### src/rtl/cronometro_bcd.sv
// ---------------------------------------------------------------------------
// cronometro_bcd
//    BCD stopwatch counter. Counts rising edges of a divided-rate tick level
//    while running, with start / stop / clear control and a one-cycle wrap
//    pulse.
//
// Parameters
//    NDIG       number of BCD digits (1..8)
//
// Ports
//    clk        clock, all state updates on the rising edge
//    rst_n      asynchronous active-low reset
//    tick_in    divided-rate level, synchronous to clk; only rising edges count
//    start      begin / resume counting (IDLE or PAUSE -> RUN)
//    stop       pause counting (RUN -> PAUSE)
//    clear      zero the count and return to IDLE
//    digits     packed BCD count, digit 0 in bits [3:0]
//    running    registered, high while in RUN
//    ovf        one-cycle pulse after the count wraps from all-nines to zero
//
// Optional lap capture, enabled by defining CRONOMETRO_BCD_LAP_EN:
//    lap        capture request, honoured only in RUN
//    lap_val    count value present just before the capturing edge
//    lap_valid  set by a capture, cleared by clear or reset
// ---------------------------------------------------------------------------
module cronometro_bcd #(
   parameter int NDIG = 4
) (
   input  logic              clk,
   input  logic              rst_n,
   input  logic              tick_in,
   input  logic              start,
   input  logic              stop,
   input  logic              clear,
   output logic [4*NDIG-1:0] digits,
   output logic              running,
   output logic              ovf
`ifdef CRONOMETRO_BCD_LAP_EN
   ,
   input  logic              lap,
   output logic [4*NDIG-1:0] lap_val,
   output logic              lap_valid
`endif
);

   typedef enum logic [1:0] {
      IDLE  = 2'd0,
      RUN   = 2'd1,
      PAUSE = 2'd2
   } state_t;

   state_t              state_reg;
   state_t              state_next;
   logic                tick_q;
   logic                tick_rise;
   logic                inc;
   logic [4*NDIG-1:0]   digits_reg;
   logic [4*NDIG-1:0]   digits_inc;
   logic [NDIG:0]       carry;
   logic                running_reg;
   logic                ovf_reg;

   // Edge detect: a level held high across many cycles counts once.
   assign tick_rise = tick_in & ~tick_q;

   // Next-state logic; clear beats stop, stop beats start.
   // When stop is asserted, start is ignored even where stop has no effect.
   always_comb begin
      state_next = state_reg;
      inc        = 1'b0;
      if (clear) begin
         state_next = IDLE;
      end else if (stop) begin
         if (state_reg == RUN) begin
            state_next = PAUSE;
         end
      end else if (start) begin
         if (state_reg != RUN) begin
            state_next = RUN;
         end
      end
      // Only an edge seen while already in RUN counts; the edge that arrives
      // with the start that leaves IDLE/PAUSE is dropped, as is one with stop.
      if ((state_reg == RUN) && tick_rise && !stop && !clear) begin
         inc = 1'b1;
      end
   end

   // Ripple-carry BCD incrementer: each digit rolls 9 -> 0 and passes the
   // carry up. carry[NDIG] is high only when every digit was 9.
   assign carry[0] = inc;

   generate
      for (genvar gi = 0; gi < NDIG; gi++) begin : g_digit
         logic [3:0] d;
         assign d = digits_reg[4*gi +: 4];
         assign carry[gi+1] = carry[gi] && (d == 4'd9);
         assign digits_inc[4*gi +: 4] = !carry[gi]     ? d     :
                                        (d == 4'd9)    ? 4'd0  :
                                                         d + 4'd1;
      end
   endgenerate

   always_ff @(posedge clk or negedge rst_n) begin
      if (!rst_n) begin
         state_reg   <= IDLE;
         tick_q      <= 1'b0;
         digits_reg  <= '0;
         running_reg <= 1'b0;
         ovf_reg     <= 1'b0;
      end else begin
         state_reg   <= state_next;
         tick_q      <= tick_in;
         digits_reg  <= clear ? '0 : digits_inc;
         // Registered from next state so it always matches the current state.
         running_reg <= (state_next == RUN);
         ovf_reg     <= carry[NDIG];
      end
   end

   assign digits  = digits_reg;
   assign running = running_reg;
   assign ovf     = ovf_reg;

`ifdef CRONOMETRO_BCD_LAP_EN
   logic [4*NDIG-1:0] lap_val_reg;
   logic              lap_valid_reg;

   always_ff @(posedge clk or negedge rst_n) begin
      if (!rst_n) begin
         lap_val_reg   <= '0;
         lap_valid_reg <= 1'b0;
      end else if (clear) begin
         lap_val_reg   <= '0;
         lap_valid_reg <= 1'b0;
      end else if (lap && (state_reg == RUN)) begin
         // Pre-increment value: the count as displayed when lap was pressed.
         lap_val_reg   <= digits_reg;
         lap_valid_reg <= 1'b1;
      end
   end

   assign lap_val   = lap_val_reg;
   assign lap_valid = lap_valid_reg;
`endif

endmodule

### config.mk
export PLATFORM = sky130hd
export DESIGN_NAME = cronometro_bcd
export DESIGN_NICKNAME = d
export VERILOG_FILES = /design/src/rtl/cronometro_bcd.sv
export SDC_FILE = /design/constraint.sdc
export NUM_CORES = 1
export LEC_CHECK = 0
export BUFFER_PORTS_ARGS = -buffer_cell sky130_fd_sc_hd__buf_4
export CAP_MARGIN = 20
export CORE_MARGIN = 1
export CORE_UTILIZATION = 30
export CTS_BUF_LIST = sky130_fd_sc_hd__clkbuf_4
export CTS_CLUSTER_DIAMETER = 100
export DETAILED_ROUTE_END_ITERATION = 8
export PLACE_DENSITY = 0.48
export SLEW_MARGIN = 20
export SYNTH_ARGS = -nofsm -noshare
export SYNTH_HDL_FRONTEND = slang
export SYNTH_SLANG_ARGS = --single-unit
### constraint.sdc
create_clock -name clk -period 2.3 [get_ports clk]
set_clock_uncertainty 0.2 [all_clocks]
set_input_delay 0.23 -clock clk [delete_from_list [all_inputs] [get_ports clk]]
set_output_delay 0.23 -clock clk [all_outputs]
set_load 0.01 [all_outputs]
==> results of run 1 <==
area by class of cell:
class,instances,area (um2),area share [%]
inverters,11,41.29,2.668
well taps,48,60.06,3.880
multi-input cells,82,593.1,38.32
clock buffers,4,30.03,1.940
flip-flops and latches,21,525.5,33.95
repair buffers,36,297.8,19.24
cell usage after synthesis (all sizes together) (2+ instances only):
library cell / instances / share of area, %
nand3: 6 / 3.0
nor2: 7 / 2.2
o211ai: 4 / 2.6
and2: 2 / 1.2
o31ai: 2 / 1.3
nand3b: 3 / 2.2
o21ai: 6 / 2.6
a31o: 3 / 2.2
a21oi: 8 / 3.4
nand4: 2 / 1.1
inv: 10 / 3.2
and3b: 2 / 1.5
nor3: 3 / 1.3
xnor2: 2 / 1.5
ha: 8 / 8.6
or4: 2 / 1.3
dfrtp: 21 / 45
nor4: 2 / 1.1
nand2: 3 / 0.96
or3: 2 / 1.1
routing by layer:
layer  vias up  global-route usage, %
met1       484                  18.40
li1        501                      -
met4         0                  5.833
met2        19                  23.29
met5         -                      0
met3         5                  2.641
worst min path at each step:
stage | startpoint | to | cells past startpoint
final | rst_n | digits[5] | 2
after global routing | rst_n | digits[10] | 2
after CTS | rst_n | digits[5] | 2
after detailed placement | rst_n | digits[15] | 1
after global placement | rst_n | digits[15] | 1
after floorplan | rst_n | digits[0] | 0
cells by family (layout without fill, tap and decap cells):
logic type,after synthesis,after routing,synth area share [%]
flops,21,21,44.97
fa+ha+maj,8,8,8.566
simple gates,40,40,22.06
compound gates,30,30,17.02
mux,1,1,0.8566
xor+xnor,3,3,2.249
buf+inv,13,51,4.282
critical path, delay by kind of cell:
| family | cells | cell delay [ps] |
|---|---|---|
| and+or+nand+nor | 3 | 990 |
| buffers and inverters | 3 | 930 |
| AOI/OAI and AO/OA | 1 | 90 |
layout by cell type (no fill, tap or decap), types with 2 or more instances in the layout:
cell and count:
inv_1 10, or3_1 2, nand2_1 3, nor4_1 2, o31ai_1 2, clkbuf_4 4
xnor2_1 2, and3b_1 2, a21oi_1 8, buf_4 29, nor2_1 7, dfrtp_1 21
dlygate4sd3_1 6, o211ai_1 4, o21ai_1 3, nand4_1 2, or4_1 2, ha_1 8
o21ai_0 3, nor3_1 3, nand3_1 5, nand3b_1 2, a31o_2 2
stage by stage:
step                      worst slack, ps  hold slack [ps]  total power [W]
after floorplan                     103.3           -265.6        0.0003965
after global placement              186.4           -60.83        0.0004224
after detailed placement            136.5           -60.26        0.0004230
after CTS                           76.71            132.7        0.0006318
after global routing                4.488            150.7        0.0006486
final                               94.14            127.2        0.0006197
power by group:
| group | switching [W] | internal [W] | leakage (nW) |
|---|---|---|---|
| Combinational | 0.0000262 | 0.0000200 | 0.403 |
| Clock | 0.000118 | 0.0000796 | 0.0184 |
| Sequential | 0.00000342 | 0.000373 | 0.290 |
what timing repair did:
action                    4_1_cts  5_1_grt
hold endpoints to repair       31        0
hold buffers                    6        0
buffers inserted                0        0
==> summary.txt, run 1 <==
Cells and area
  – Final Core Density: 41.96%
  – # diodes: 0
  – Area growth, synth to finish: 32.44%
  – Post-route insts no fill: a little over 200
  – Largest register FFs: 16
  – Nets: around 170
  – Final Cell Area: 1548 um2
  – Number of fill cells: 370
  – Share of cells above drive strength 1: 25.97%

Synth
  – Synth Cell Area: about 1200 um2
  – Synth unique cells: 43
  – Post-Syn Nets: 130
  – Predominant post-synthesis flop cell: dfrtp_1
  – Synth warn: 0
  – Post-Syn Instances: around 120
  – Syn avg cell area: between 10 and 15 um2
  – #FFs+latches synth: 21
  – Register area share after synthesis: about 45%
  – Async S/R FF share, synth: 100.0%
  – EDFF count, synth: 0

Critical path
  – RR Startpoint: digits[1]
  – Reg2reg setup slack: about 120 ps
  – Crit path cell chain: dlygate4sd3_1 > buf_4 > nor4bb_1 > nand4_1 > buf_12 > or4_1 > o21ai_0
  – Arrival time at the worst endpoint: between 2000 and 2500 ps
  – Slowest stage delay, CP: 540 ps
  – Worst Setup End Kind: flop
  – Crit path required time: 2340 ps
  – Start point of the critical path: clear
  – Crit path max fanout: 15
  – Slowest stage cell, crit path: dlygate4sd3_1
  – R2R depth: 7
  – Critical setup path kind: input pin to flop
  – Worst Setup EP: digits[12]
  – Worst setup SP type: input pin
  – Crit Reg-Reg Endpoint: digits[12]

Clocking
  – Clk sink count: 21
  – CTS tree: yes
  – CTS Buf Count: 3
  – Max Buffers Root-to-Sink: 2
  – H-Tree Level Count: 1
  – Worst-Skew Late Latency: ~310 ps
  – Root Driver: clkbuf_4
  – CTS resizes: 0
  – Clk pin slew, worst setup/hold paths: between 100 and 150 ps

Place
  – Placed Area: approximately 1500 um2
  – Gpl congestion: between 0.7 and 0.8
  – Cells after DPL: ~190
  – PortBufs: 23
  – DP HPWL: roughly 1800 um

Route
  – Routed len/inst: 12.86 um
  – M1 wire length: 1282 um
  – Length of routed met2 wiring: ~1200 um
  – Drt initial violations: 44
  – Antenna-violating nets left: 0
  – Routed wl met3: roughly 74 um
  – Via density: between 4 and 5
  – Number of remaining DRC errors: 0
  – First drt pass iteration count: 4
  – Uppermost layer routed: met4
  – Vias: about 1000
  – Routed Wire Length: 2598 um

GRT
  – Total gr overflow: 0
  – Largest net degree at the start of global routing: 22
  – Vias in the first global route: roughly 960
  – First-pass GRT wire length: between 4000 and 5000 um
  – Antenna violations before repair: 0
  – All-Layer GR Usage: 14.24%

Pwr
  – Power Density: 400.4 nW/um2
  – P_leak: 0.7110 nW
  – VDD IR-drop max: 0.0001936 V

Timing
  – Final setup violating endpoints: 0
  – Rel. slew slack: 78.55%
  – Tmin final: between 2000 and 2500 ps
  – Setup tns final: 0 ps
  – Final Cycle Share: a little over nine tenths
  – RSZ-0062 raised after global routing: false
  – Hold Fails Final Rpt: 0
  – Slew Limit Fails: 0
  – Slew @ Worst Pin: between 300 and 400 ps
  – Fmax achieved: ~0.45 GHz

Die
  – Die Area: slightly above 4000 um2
  – # rows: 22
  – Starting Density: between 30% and 40%
  – Core box area: approximately 3700 um2
  – Die X: roughly 64 um
  – # IOs: 24
  – Die height: 64.42 um

Outcome
  – Status: finished, final reports clean

Job
  – Max Cap Violations: 0

Hold path
  – HP Class: input pin to async pin
Note: power is estimated with default switching activity, not from simulation.
==> run 2, diff against run 1 <==
--- a/config.mk
+++ b/config.mk
@@ -9,7 +9,7 @@
 export CAP_MARGIN = 20
 export CORE_MARGIN = 1
 export CORE_UTILIZATION = 30
-export CTS_BUF_LIST = sky130_fd_sc_hd__clkbuf_4
+export CTS_BUF_LIST = sky130_fd_sc_hd__clkbuf_8
 export CTS_CLUSTER_DIAMETER = 100
 export DETAILED_ROUTE_END_ITERATION = 8
 export PLACE_DENSITY = 0.48
==> run 2 against run 1 <==
Net effect: wire length rose by 0.77%; via count rose by 0.59%; final area fell by 0.97%; sequential power barely moved; global-route usage rose by 0.19 points; non-clock buffer count fell by 3; maximum frequency rose by 0.18%; combinational power fell by 8.0%; sequential share of layout area rose by 0.33 points; power rose by 7.2%; cell count fell by 1.5%; setup slack improved by 3.9 ps.
==> summary.txt, run 2 (synthesis gave the netlist of run 1 again) <==
GRT
  – Largest net degree at the start of global routing: 22 (unchanged)
  – All-Layer GR Usage: 14.43% (+0.19 points)
  – First-pass GRT wire length: 4554 um (+0.77%)
  – Met3 GRT Util: 2.113% (-0.53 points)
  – GRT busiest layer: met2
  – Met1 Usage GRT: 18.18% (-0.22 points)
  – GRT met2 Usage: 23.82% (+0.53 points)
  – Antenna violations before repair: 0 (unchanged)
  – Vias in the first global route: 958 (+0.31%)
  – Total gr overflow: 0 (unchanged)

Timing
  – Final Cycle Share: 95.74% (-0.17 points)
  – Tmin final: 2202 ps (-3.946 ps)
  – Fmax achieved: 0.4542 GHz (+0.18%)
  – Final setup violating endpoints: 0 (unchanged)
  – Slew Limit Fails: 0 (unchanged)
  – Setup tns final: 0 ps (unchanged)
  – RSZ-0062 raised after global routing: false
  – Slew @ Worst Pin: 318.7 ps (+1.364 ps)
  – Hold Fails Final Rpt: 0 (unchanged)
  – Rel. slew slack: 78.46% (-0.092 points)

Die
  – Core box area: 3689 um2 (unchanged)
  – # rows: 22 (unchanged)
  – Die height: 64.42 um (unchanged)
  – Die X: 64.42 um (unchanged)
  – Die Area: 4149 um2 (unchanged)
  – Starting Density: 31.68% (unchanged)
  – # IOs: 24 (unchanged)

Place
  – DP HPWL: 1814 um (unchanged)
  – Gpl congestion: 0.7288 (unchanged)
  – Cells after DPL: 192 (unchanged)
  – PortBufs: 23 (unchanged)

Cells and area
  – # diodes: 0 (unchanged)
  – Share of cells above drive strength 1: 25.83% (-0.15 points)
  – Area growth, synth to finish: 31.16%
  – Commonest cells after routing, fill and taps aside: buf_4 (29), dfrtp_1 (21), inv_1 (11)
  – Number of fill cells: 375 (+1.4%)
  – Post-route insts no fill: 199 (-1.5%)
  – Most common cell after layout, fill and taps aside: buf_4
  – Largest register FFs: 16 (unchanged)
  – Nets: 166 (-1.8%)

Critical path
  – Critical setup path kind: flop to flop
  – Worst setup SP type: flop
  – Slowest stage delay, CP: 460 ps (-80 ps)
  – Arrival time at the worst endpoint: 2190 ps (-50 ps)
  – Crit path max fanout: 15 (unchanged)
  – Crit path cell chain: inv_1 > ha_1 > nor4bb_1 > nand4_1 > buf_12 > or4_1 > o21ai_0
  – Top delay family on crit path: simple AND/OR/NAND/NOR gates
  – Slowest stage cell, crit path: or4_1
  – Worst Setup End Kind: flop
  – Crit path required time: 2290 ps (-50 ps)
  – CP bufs+invs: 2 (-1)

Clocking
  – Max Buffers Root-to-Sink: 2 (unchanged)
  – Clk sink count: 21 (unchanged)
  – CTS Buf Count: 3 (unchanged)
  – Root Driver: clkbuf_8
  – Clk pin slew, worst setup/hold paths: 80 ps (-40 ps)
  – CTS tree: yes
  – Worst-Skew Late Latency: 270 ps (-40 ps)
  – Post-CTS repair timing setup buffer count: 0 (unchanged)
  – H-Tree Level Count: 1 (unchanged)

Outcome
  – Status: finished, final reports clean

Job
  – Max Cap Violations: 0 (unchanged)

Route
  – Via density: 5.101 (+2.1%)
  – Routed Wire Length: 2618 um (+0.77%)
  – Routed len/inst: 13.16 um (+2.3%)
  – Antenna-violating nets left: 0 (unchanged)
  – Vias: 1015 (+0.59%)
  – Drt initial violations: 38 (-14%)
  – Number of remaining DRC errors: 0 (unchanged)
  – First drt pass iteration count: 4 (unchanged)

Pwr
  – P_leak: 0.7046 nW (-0.91%)
  – Power Density: 433.5 nW/um2 (+8.3%)
  – VDD IR-drop max: 0.0001999 V (+3.2%)

Hold path
  – HP Class: input pin to flop
[run 2: cell types whose count changed in the layout (fill, tap and decap cells not counted), sizes merged]
cell,before,now
inv,10,11
clkbuf,4,3
dlygate4sd3,6,3
[run 2: report_power, final]
part	switching (W)	leakage [nW]	total, W	internal (W)
Sequential	0.00000344	0.290	0.000376	0.000372
Clock	0.000127	0.0269	0.000246	0.000119
Combinational	0.0000256	0.388	0.0000425	0.0000169
Total	0.000156	0.705	0.000664	0.000509
[run 2: final timing paths]
path,from,endpoint,slack (ps),cells after the start
setup / recovery,digits[1],digits[12],100,7
hold / removal,start,state_reg[1],30,3
setup reg to reg,digits[1],digits[12],100,7
hold reg to reg,digits[7],digits[7],360,1
max in group asynchronous,rst_n,digits[4],1490,2
min in group asynchronous,rst_n,digits[15],180,2
[run 2: metal layers]
| layer | wire (um) | part of all wire [%] |
|---|---|---|
| met1 | 1278 | 49 |
| met2 | 1223 | 47 |
| met3 | 64 | 2.4 |
| met4 | 52 | 2.0 |
| met5 | 0 | 0 |
[run 2: repair_timing]
item / CTS / global route
endpoints found under the hold margin: 23 / 0
hold buffers: 3 / 0
resized for setup: 0 / 0
[run 2: tightest hold or removal path: cells and delay by family]
kind / cells / cell delay (ps)
compound gates: 1 / 50
buf+inv: 1 / 90
simple gates: 1 / 90
[run 2: cell type report]
class | instances | area (um2) | share of cell area, %
timing repair buffer | 33 | 267.8 | 17.47
tap | 48 | 60.06 | 3.918
multi-input combinational | 82 | 593.1 | 38.69
sequential | 21 | 525.5 | 34.29
clock inverter | 1 | 3.754 | 0.2449
inverter | 11 | 41.29 | 2.694
clock buffer | 3 | 41.29 | 2.694
[run 2: metrics by stage]
step                      area, um2  utilization [%]  hold slack (ps)  setup WS, ps  total power [W]
after detailed placement       1458            39.52           -60.26         136.5        0.0004230
after global routing           1533            41.55            53.83         6.815        0.0006944
final                          1533            41.55            32.09         98.08        0.0006644
after floorplan                1169                -           -265.6         103.3        0.0003965
after CTS                      1533            41.55            28.65         94.40        0.0006762
after global placement         1458            39.52           -60.83         186.4        0.0004224
